$ cat config.mk
export PLATFORM = sky130hd
export DESIGN_NAME = if_id_pipe_flat
export DESIGN_NICKNAME = d
export VERILOG_FILES = /design/src/rtl/if_id_pipe_if.sv /design/src/rtl/if_id_pipe.sv /design/src/flat_wrapper.sv
export SDC_FILE = /design/constraint.sdc
export NUM_CORES = 1
export LEC_CHECK = 0
export ABC_AREA = 1
export CAP_MARGIN = 15
export CORE_ASPECT_RATIO = 0.8
export CORE_UTILIZATION = 43
export DETAILED_ROUTE_END_ITERATION = 10
export GPL_ROUTABILITY_DRIVEN = 0
export PLACE_DENSITY_LB_ADDON = 0.12
export SLEW_MARGIN = 20
export SYNTH_ARGS = -nofsm -noshare
export SYNTH_HDL_FRONTEND = slang
export SYNTH_SLANG_ARGS = --single-unit
$ cat constraint.sdc
create_clock -name clk -period 2.8 [get_ports clk]
set_input_delay 0.56 -clock clk [delete_from_list [all_inputs] [get_ports clk]]
set_output_delay 0.56 -clock clk [all_outputs]
set_load 0.005 [all_outputs]
$ cat src/rtl/if_id_pipe_if.sv
// Handshake bundle between fetch, the IF/ID stage and decode.
// The slave modport is the pipeline stage; the master modport is the fetch/decode side.
interface if_id_pipe_if #(
  parameter int IW = 32,
  parameter int AW = 32
);
  logic          flush_i;
  logic          in_valid_i;
  logic          in_ready_o;
  logic [IW-1:0] inst_i;
  logic [AW-1:0] instaddr_i;
  logic          out_valid_o;
  logic          out_ready_i;
  logic [IW-1:0] inst_o;
  logic [AW-1:0] instaddr_o;

  modport slave (
    input  flush_i, in_valid_i, inst_i, instaddr_i, out_ready_i,
    output in_ready_o, out_valid_o, inst_o, instaddr_o
  );

  modport master (
    output flush_i, in_valid_i, inst_i, instaddr_i, out_ready_i,
    input  in_ready_o, out_valid_o, inst_o, instaddr_o
  );
endinterface

$ cat src/rtl/if_id_pipe.sv
// IF/ID pipeline stage with valid/ready handshake, synchronous flush and NOP when empty.
// Define IF_ID_SKID_EN to add a second (skid) entry and a registered in_ready_o.
module if_id_pipe #(
  parameter int            IW       = 32,
  parameter int            AW       = 32,
  parameter logic [IW-1:0] NOP_INST = 32'h0000_0013
) (
  input  logic          clk,
  input  logic          rstn,
  if_id_pipe_if.slave   bus
);

  typedef enum logic [1:0] {
    ST_EMPTY = 2'd0,
    ST_ONE   = 2'd1,
    ST_FULL  = 2'd2
  } state_t;

  state_t        state_r;
  logic          out_valid_r;
  logic [IW-1:0] inst_r;
  logic [AW-1:0] addr_r;
  logic          in_ready_s;
  logic          accept_s;
  logic          pop_s;

`ifdef IF_ID_SKID_EN
  logic          in_ready_r;
  logic [IW-1:0] skid_inst_r;
  logic [AW-1:0] skid_addr_r;
`endif

  // Handshake qualifiers; with the skid entry ready comes purely from a register.
  always_comb begin
`ifdef IF_ID_SKID_EN
    in_ready_s = in_ready_r;
`else
    in_ready_s = !out_valid_r || bus.out_ready_i;
`endif
    accept_s = bus.in_valid_i && in_ready_s;
    pop_s    = out_valid_r && bus.out_ready_i;
  end

  assign bus.in_ready_o  = in_ready_s;
  assign bus.out_valid_o = out_valid_r;
  assign bus.inst_o      = inst_r;
  assign bus.instaddr_o  = addr_r;

  // Occupancy FSM; inst_r is forced to NOP whenever the stage becomes empty.
  always_ff @(posedge clk or negedge rstn) begin
    if (!rstn) begin
      state_r     <= ST_EMPTY;
      out_valid_r <= 1'b0;
      inst_r      <= NOP_INST;
      addr_r      <= {AW{1'b0}};
`ifdef IF_ID_SKID_EN
      in_ready_r  <= 1'b1;
      skid_inst_r <= {IW{1'b0}};
      skid_addr_r <= {AW{1'b0}};
`endif
    end else if (bus.flush_i) begin
      // Flush wins over accept and pop; the address output keeps its last value.
      state_r     <= ST_EMPTY;
      out_valid_r <= 1'b0;
      inst_r      <= NOP_INST;
`ifdef IF_ID_SKID_EN
      in_ready_r  <= 1'b1;
`endif
    end else begin
      case (state_r)
        ST_EMPTY: begin
          if (accept_s) begin
            state_r     <= ST_ONE;
            out_valid_r <= 1'b1;
            inst_r      <= bus.inst_i;
            addr_r      <= bus.instaddr_i;
          end else begin
            state_r     <= ST_EMPTY;
          end
        end
        ST_ONE: begin
          if (accept_s && pop_s) begin
            inst_r      <= bus.inst_i;
            addr_r      <= bus.instaddr_i;
          end else if (pop_s) begin
            state_r     <= ST_EMPTY;
            out_valid_r <= 1'b0;
            inst_r      <= NOP_INST;
`ifdef IF_ID_SKID_EN
          end else if (accept_s) begin
            state_r     <= ST_FULL;
            in_ready_r  <= 1'b0;
            skid_inst_r <= bus.inst_i;
            skid_addr_r <= bus.instaddr_i;
`endif
          end else begin
            state_r     <= ST_ONE;
          end
        end
`ifdef IF_ID_SKID_EN
        ST_FULL: begin
          if (pop_s) begin
            state_r     <= ST_ONE;
            in_ready_r  <= 1'b1;
            inst_r      <= skid_inst_r;
            addr_r      <= skid_addr_r;
          end else begin
            state_r     <= ST_FULL;
          end
        end
`endif
        default: begin
          state_r     <= ST_EMPTY;
          out_valid_r <= 1'b0;
          inst_r      <= NOP_INST;
`ifdef IF_ID_SKID_EN
          in_ready_r  <= 1'b1;
`endif
        end
      endcase
    end
  end

endmodule

$ cat src/flat_wrapper.sv
// flat-port wrapper written by rule: the top's interface ports become plain ports
module if_id_pipe_flat 
#(
  parameter int            IW       = 32,
  parameter int            AW       = 32,
  parameter logic [IW-1:0] NOP_INST = 32'h0000_0013
)
  (clk, rstn, bus_flush_i, bus_in_valid_i, bus_inst_i, bus_instaddr_i, bus_out_ready_i, bus_in_ready_o, bus_out_valid_o, bus_inst_o, bus_instaddr_o);
  if_id_pipe_if #(.IW(IW), .AW(AW)) bus_i ();
  input  logic clk;
  input  logic rstn;
  input wire logic [$bits(bus_i.flush_i)-1:0] bus_flush_i;
  input wire logic [$bits(bus_i.in_valid_i)-1:0] bus_in_valid_i;
  input wire logic [$bits(bus_i.inst_i)-1:0] bus_inst_i;
  input wire logic [$bits(bus_i.instaddr_i)-1:0] bus_instaddr_i;
  input wire logic [$bits(bus_i.out_ready_i)-1:0] bus_out_ready_i;
  output wire logic [$bits(bus_i.in_ready_o)-1:0] bus_in_ready_o;
  output wire logic [$bits(bus_i.out_valid_o)-1:0] bus_out_valid_o;
  output wire logic [$bits(bus_i.inst_o)-1:0] bus_inst_o;
  output wire logic [$bits(bus_i.instaddr_o)-1:0] bus_instaddr_o;
  assign bus_i.flush_i = bus_flush_i;
  assign bus_i.in_valid_i = bus_in_valid_i;
  assign bus_i.inst_i = bus_inst_i;
  assign bus_i.instaddr_i = bus_instaddr_i;
  assign bus_i.out_ready_i = bus_out_ready_i;
  assign bus_in_ready_o = bus_i.in_ready_o;
  assign bus_out_valid_o = bus_i.out_valid_o;
  assign bus_inst_o = bus_i.inst_o;
  assign bus_instaddr_o = bus_i.instaddr_o;
  if_id_pipe #(.IW(IW), .AW(AW), .NOP_INST(NOP_INST)) u_core (.clk(clk), .rstn(rstn), .bus(bus_i));
endmodule
# After elaboration in Yosys (flattened, before gate mapping)
# Cells that the tools add are included.
# Widths: inputs -> output; s select.
[op_classes]
eq_ne = 7
n_mux = 18
bitwise = 1
reduce_logical = 10
[ops]
columns = ["operator", "n"]
rows = [
  ["$mux 32", 6],
  ["$pmux 32 s2", 2],
  ["$mux 1", 6],
  ["$ne 3x2->1 const B", 2],
  ["$mux 2", 2],
  ["$ne 2x1->1 const B", 2],
  ["$ne 4x2->1 const B", 1],
  ["$pmux 2 s2", 1],
  ["$reduce_and 4->1", 1],
  ["$logic_and 1x1->1", 3],
  ["$ne 3x3->1 const B", 1],
  ["$reduce_and 3->1", 1],
  ["$eq 2x1->1 const B", 1],
  ["$logic_not 2->1", 1],
  ["$pmux 1 s2", 1],
  ["$reduce_and 2->1", 1],
  ["$reduce_bool 2->1", 1],
  ["$logic_not 1->1", 1],
  ["$logic_or 1x1->1", 1],
  ["$not 1->1", 1],
]
[word_totals]
reg_bits = 67
in_bits = 69
out_inout_bits = 66
wordCells = 40

# Logic depth before layout (Yosys ltp)
[depth]
depth_word = 7
ltp_mapped = 8
ltp_nobuf = 7

# Least setup slack after synthesis
# No wires, ideal clock.
[synth_path]
path_kind = "input to register"
startpoint = "input bus_flush_i"
endpoint = "register u_core.inst_r[10] (netlist: u_core.bus.inst_o[10])"
setup_ns = 0.065
arrival_time_ns = 1.226
t_required_ns = 2.735
setup_slack_ns = 1.510
stages = 8
path_cell_list = "inv_2 > nand2_1 > inv_1 > nand3_4 > nand2_4 > buf_4 > nand2_1 > nand2_1"
[synth_between]
elab_chain_cells = 2
word_cells_on_any_way = 4
classes_between = "eq/ne (2); mux (1); reduce/logical (1)"
[synth_lines]
columns = ["element", "line", "source"]
rows = [
  ["from (decl)", "flat_wrapper.sv:12", "input wire logic [$bits(bus_i.flush_i)-1:0] bus_flush_i;"],
  ["$ne 4x2->1 (no source line) or $ne 3x2->1 (tied branches)", "n/a", ""],
  ["$reduce_and 2->1 (no source line)", "n/a", ""],
  ["to (signal assigned)", "if_id_pipe.sv:75", "inst_r <= bus.inst_i;"],
  ["to (signal assigned)", "if_id_pipe.sv:83", "inst_r <= bus.inst_i;"],
  ["to (decl)", "if_id_pipe.sv:21", "logic [IW-1:0] inst_r;"],
]
# Several ways; a longest one is shown, not always the timed one.
# A chain may end at the register's enable or synchronous reset.

# Worst setup path after layout
[layout_path]
startpoint = "input bus_out_ready_i"
endpoint = "output bus_in_ready_o"
[layout_between]
elab_chain_cells = 1
[layout_lines]
columns = ["element", "line", "source"]
rows = [
  ["from (decl)", "flat_wrapper.sv:16", "input wire logic [$bits(bus_i.out_ready_i)-1:0] bus_out_ready_i;"],
  ["$logic_or 1x1->1", "if_id_pipe.sv:38", "in_ready_s = !out_valid_r || bus.out_ready_i;"],
  ["to (decl)", "flat_wrapper.sv:17", "output wire logic [$bits(bus_i.in_ready_o)-1:0] bus_in_ready_o;"],
]
# Every way passes these cells.

==> qor.txt <==
#FFs+latches synth -> 66
Ant. Diodes -> 0
Row Count -> 25
CTS H-tree depth -> 3
Overflow after GRT -> 0
Bufs on Longest Clock Path -> 2
CP Launch Type -> primary input
Initial antenna violation count -> 0
Worst skew pair latency -> 0.34 ns
P&R area growth vs syn -> 56.0%
CTS resizes -> 0
Syn avg cell area -> 8.99 um2
Clock slew at reported path FFs -> 0.07 ns
Nets -> 502
Syn Nets -> 369
WL final -> 6810 um
Number of remaining DRC errors -> 0
Final hold vios -> 0
Worst Reg2Reg Path Length in Cells -> 7
DP Wirelength -> 4560 um
Part of the Yosys area used for sequential elements -> 61.4%
Top-area cell type share of the netlist area -> 58.4%
Status -> completed
Antenna viol nets, final -> 0
Reg2reg start -> u_core.bus.out_valid_o
Worst setup startpoint -> bus_out_ready_i
Largest net degree at the start of global routing -> 62
Initial DRC count -> 88
Postcts setup bufs -> 0
Worst hold slack -> 0.259 ns
Die H -> 72.8 um
Max Slew Vio Count -> 0
Post-Syn Area -> 0.00270 mm2
FILL cells -> 472
Root Buffer -> clkbuf_8
Kind of critical path -> in2out
Crit-path max FO -> 3
Worst clock skew -> 0.0105 ns
P_leak -> 2.06 nW
VDD IR-drop max -> 387 uV
DP Area -> 0.00405 mm2
TNS Setup -> 0 ns
Worst hold-check path type -> in2async
Num CTS Buffers -> 9
Vias -> 2420
Synth unique cells -> 18
Pwr/cell area -> 610 mW/mm2
Critical Path Sink Type -> output port
CP Data Required Time -> 2.24 ns
Die X -> 90.6 um
DR WL/cell -> 13.1 um
Drt pass-1 iters -> 4
Synth top cells by count -> nand2_1 (167), dfrtp_1 (63), nand3_1 (33)
Total power draw -> 2.57 mW
Synth Instances -> 300
Hold_buf cts -> 0
Final period utilization -> 81.2%
Total die area -> 0.00660 mm2
Worst slew margin -> 54.3%
Critical path arrival -> 1.71 ns
GRT Total Usage -> 21.3%
Starting density of the core -> 45.2%
Finished Cell Area -> 0.00421 mm2
Max Cap Viol -> 0
Synth area leaders -> dfrtp_1 (58%), nand2_1 (23%), nand3_1 (6.1%), dfstp_2 (2.9%), buf_6 (2.9%)
Yosys top cell by area -> dfrtp_1
Post-synth EDFFs -> 0
Post-synth top flop -> dfrtp_1
Count leader, synth -> nand2_1
CTS tree -> built
Final Setup Violations -> 0
Async set-reset flop share out of synthesis -> 100%
Vias in the first global route -> 2238
First-pass GRT wire length -> 10700 um
Slew @ Worst Pin -> 0.685 ns
Yosys warns -> 0
Core area -> 0.00597 mm2
Post-route minimum period -> 2.27 ns
Vias/cell -> 4.66
Buffers added on ports -> 134
RSZ-0062 raised after global routing -> no
Fmax -> 440 MHz
Share of cells above drive strength 1 -> 6.16%
I/O Pins -> 135
TritonCTS Sinks -> 66
worst paths after layout:
kind,endpoint,slack (ns)
worst max-delay path,bus_in_ready_o,0.53
worst min-delay path,u_core.bus.instaddr_o[10],0.26
worst max register to register,u_core.bus.inst_o[5],1.17
worst min register to register,u_core.bus.inst_o[0],0.47
max in group asynchronous,u_core.bus.inst_o[0],1.85
min in group clk,u_core.bus.inst_o[0],0.47
state kept, by name (all words and copies together), names as in the netlist:
name	cells
u_core.state_r	1
u_core.bus.instaddr_o	32
u_core.bus.inst_o	32
u_core.bus.out_valid_o	1
cell type report:
| class | instances | area [um2] | share of cell area, % |
|---|---|---|---|
| flip-flops and latches | 66 | 1660 | 39.3 |
| multi-input cells | 214 | 900 | 21.4 |
| clock buffers | 15 | 156 | 3.72 |
| repair buffers | 137 | 1370 | 32.6 |
| well taps | 81 | 101 | 2.41 |
| inverters | 5 | 18.8 | 0.446 |
| clock inverters | 1 | 5.00 | 0.119 |
where the power goes:
part | leakage (nW) | switching (mW) | internal [mW]
Sequential | 0.847 | 0.0892 | 1.11
Combinational | 1.13 | 0.257 | 0.423
Clock | 0.0817 | 0.336 | 0.346
Total | 2.06 | 0.682 | 1.88
placed cells by master (no fill, tap or decap):
master           synthesis  layout
a21oi_1                  1       1
buf_12                   0       1
buf_2                    6       1
buf_4                    2       2
clkbuf_1                 0       5
clkbuf_8                 0      10
clkdlybuf4s50_1          0     133
clkinv_1                 1       1
clkinv_2                 0       1
dfrtp_1                 63      63
dfstp_2                  3       3
inv_1                    3       3
inv_2                    1       1
nand2_1                167     167
nand2_2                  3       3
nand2_4                  1       1
nand3_1                 33      33
nand3_2                  1       1
nand3_4                  1       1
nand3b_1                 3       3
nor2_2                   2       2
o21ai_0                  2       2
routing by layer:
metal / GRT usage, % / wire length, um / vias up
li1: - / - / 1200
met1: 26.1 / 2920 / 1126
met3: 10.4 / 691 / 7
met2: 33.1 / 3140 / 87
met5: 0 / 0 / -
met4: 6.99 / 60 / 0
cell families (layout without fill, tap and decap cells):
| family | after synthesis | after routing | share of synthesized area [%] |
|---|---|---|---|
| buffers and inverters | 20 | 158 | 5.29 |
| AO/OA/AOI/OAI | 3 | 3 | 0.556 |
| AND/OR/NAND/NOR | 211 | 211 | 32.8 |
| flip-flops | 66 | 66 | 61.4 |
metrics by stage:
stage | worst slack, ns | std cells | util [%]
6_report | 0.527 | 519 | 70.4
5_1_grt | 0.474 | 519 | 70.4
4_1_cts | 0.526 | 519 | 70.4
3_5_place_dp | 0.534 | 503 | 67.7
3_3_place_gp | 0.530 | 503 | 67.7
2_1_floorplan | 1.51 | 300 | -
critical path: stages:
cell and delay (ns):
clkdlybuf4s50_1 0.51, inv_1 0.06, nand2_2 0.07, clkdlybuf4s50_1 0.50
Note: power is estimated with default switching activity, not from simulation.
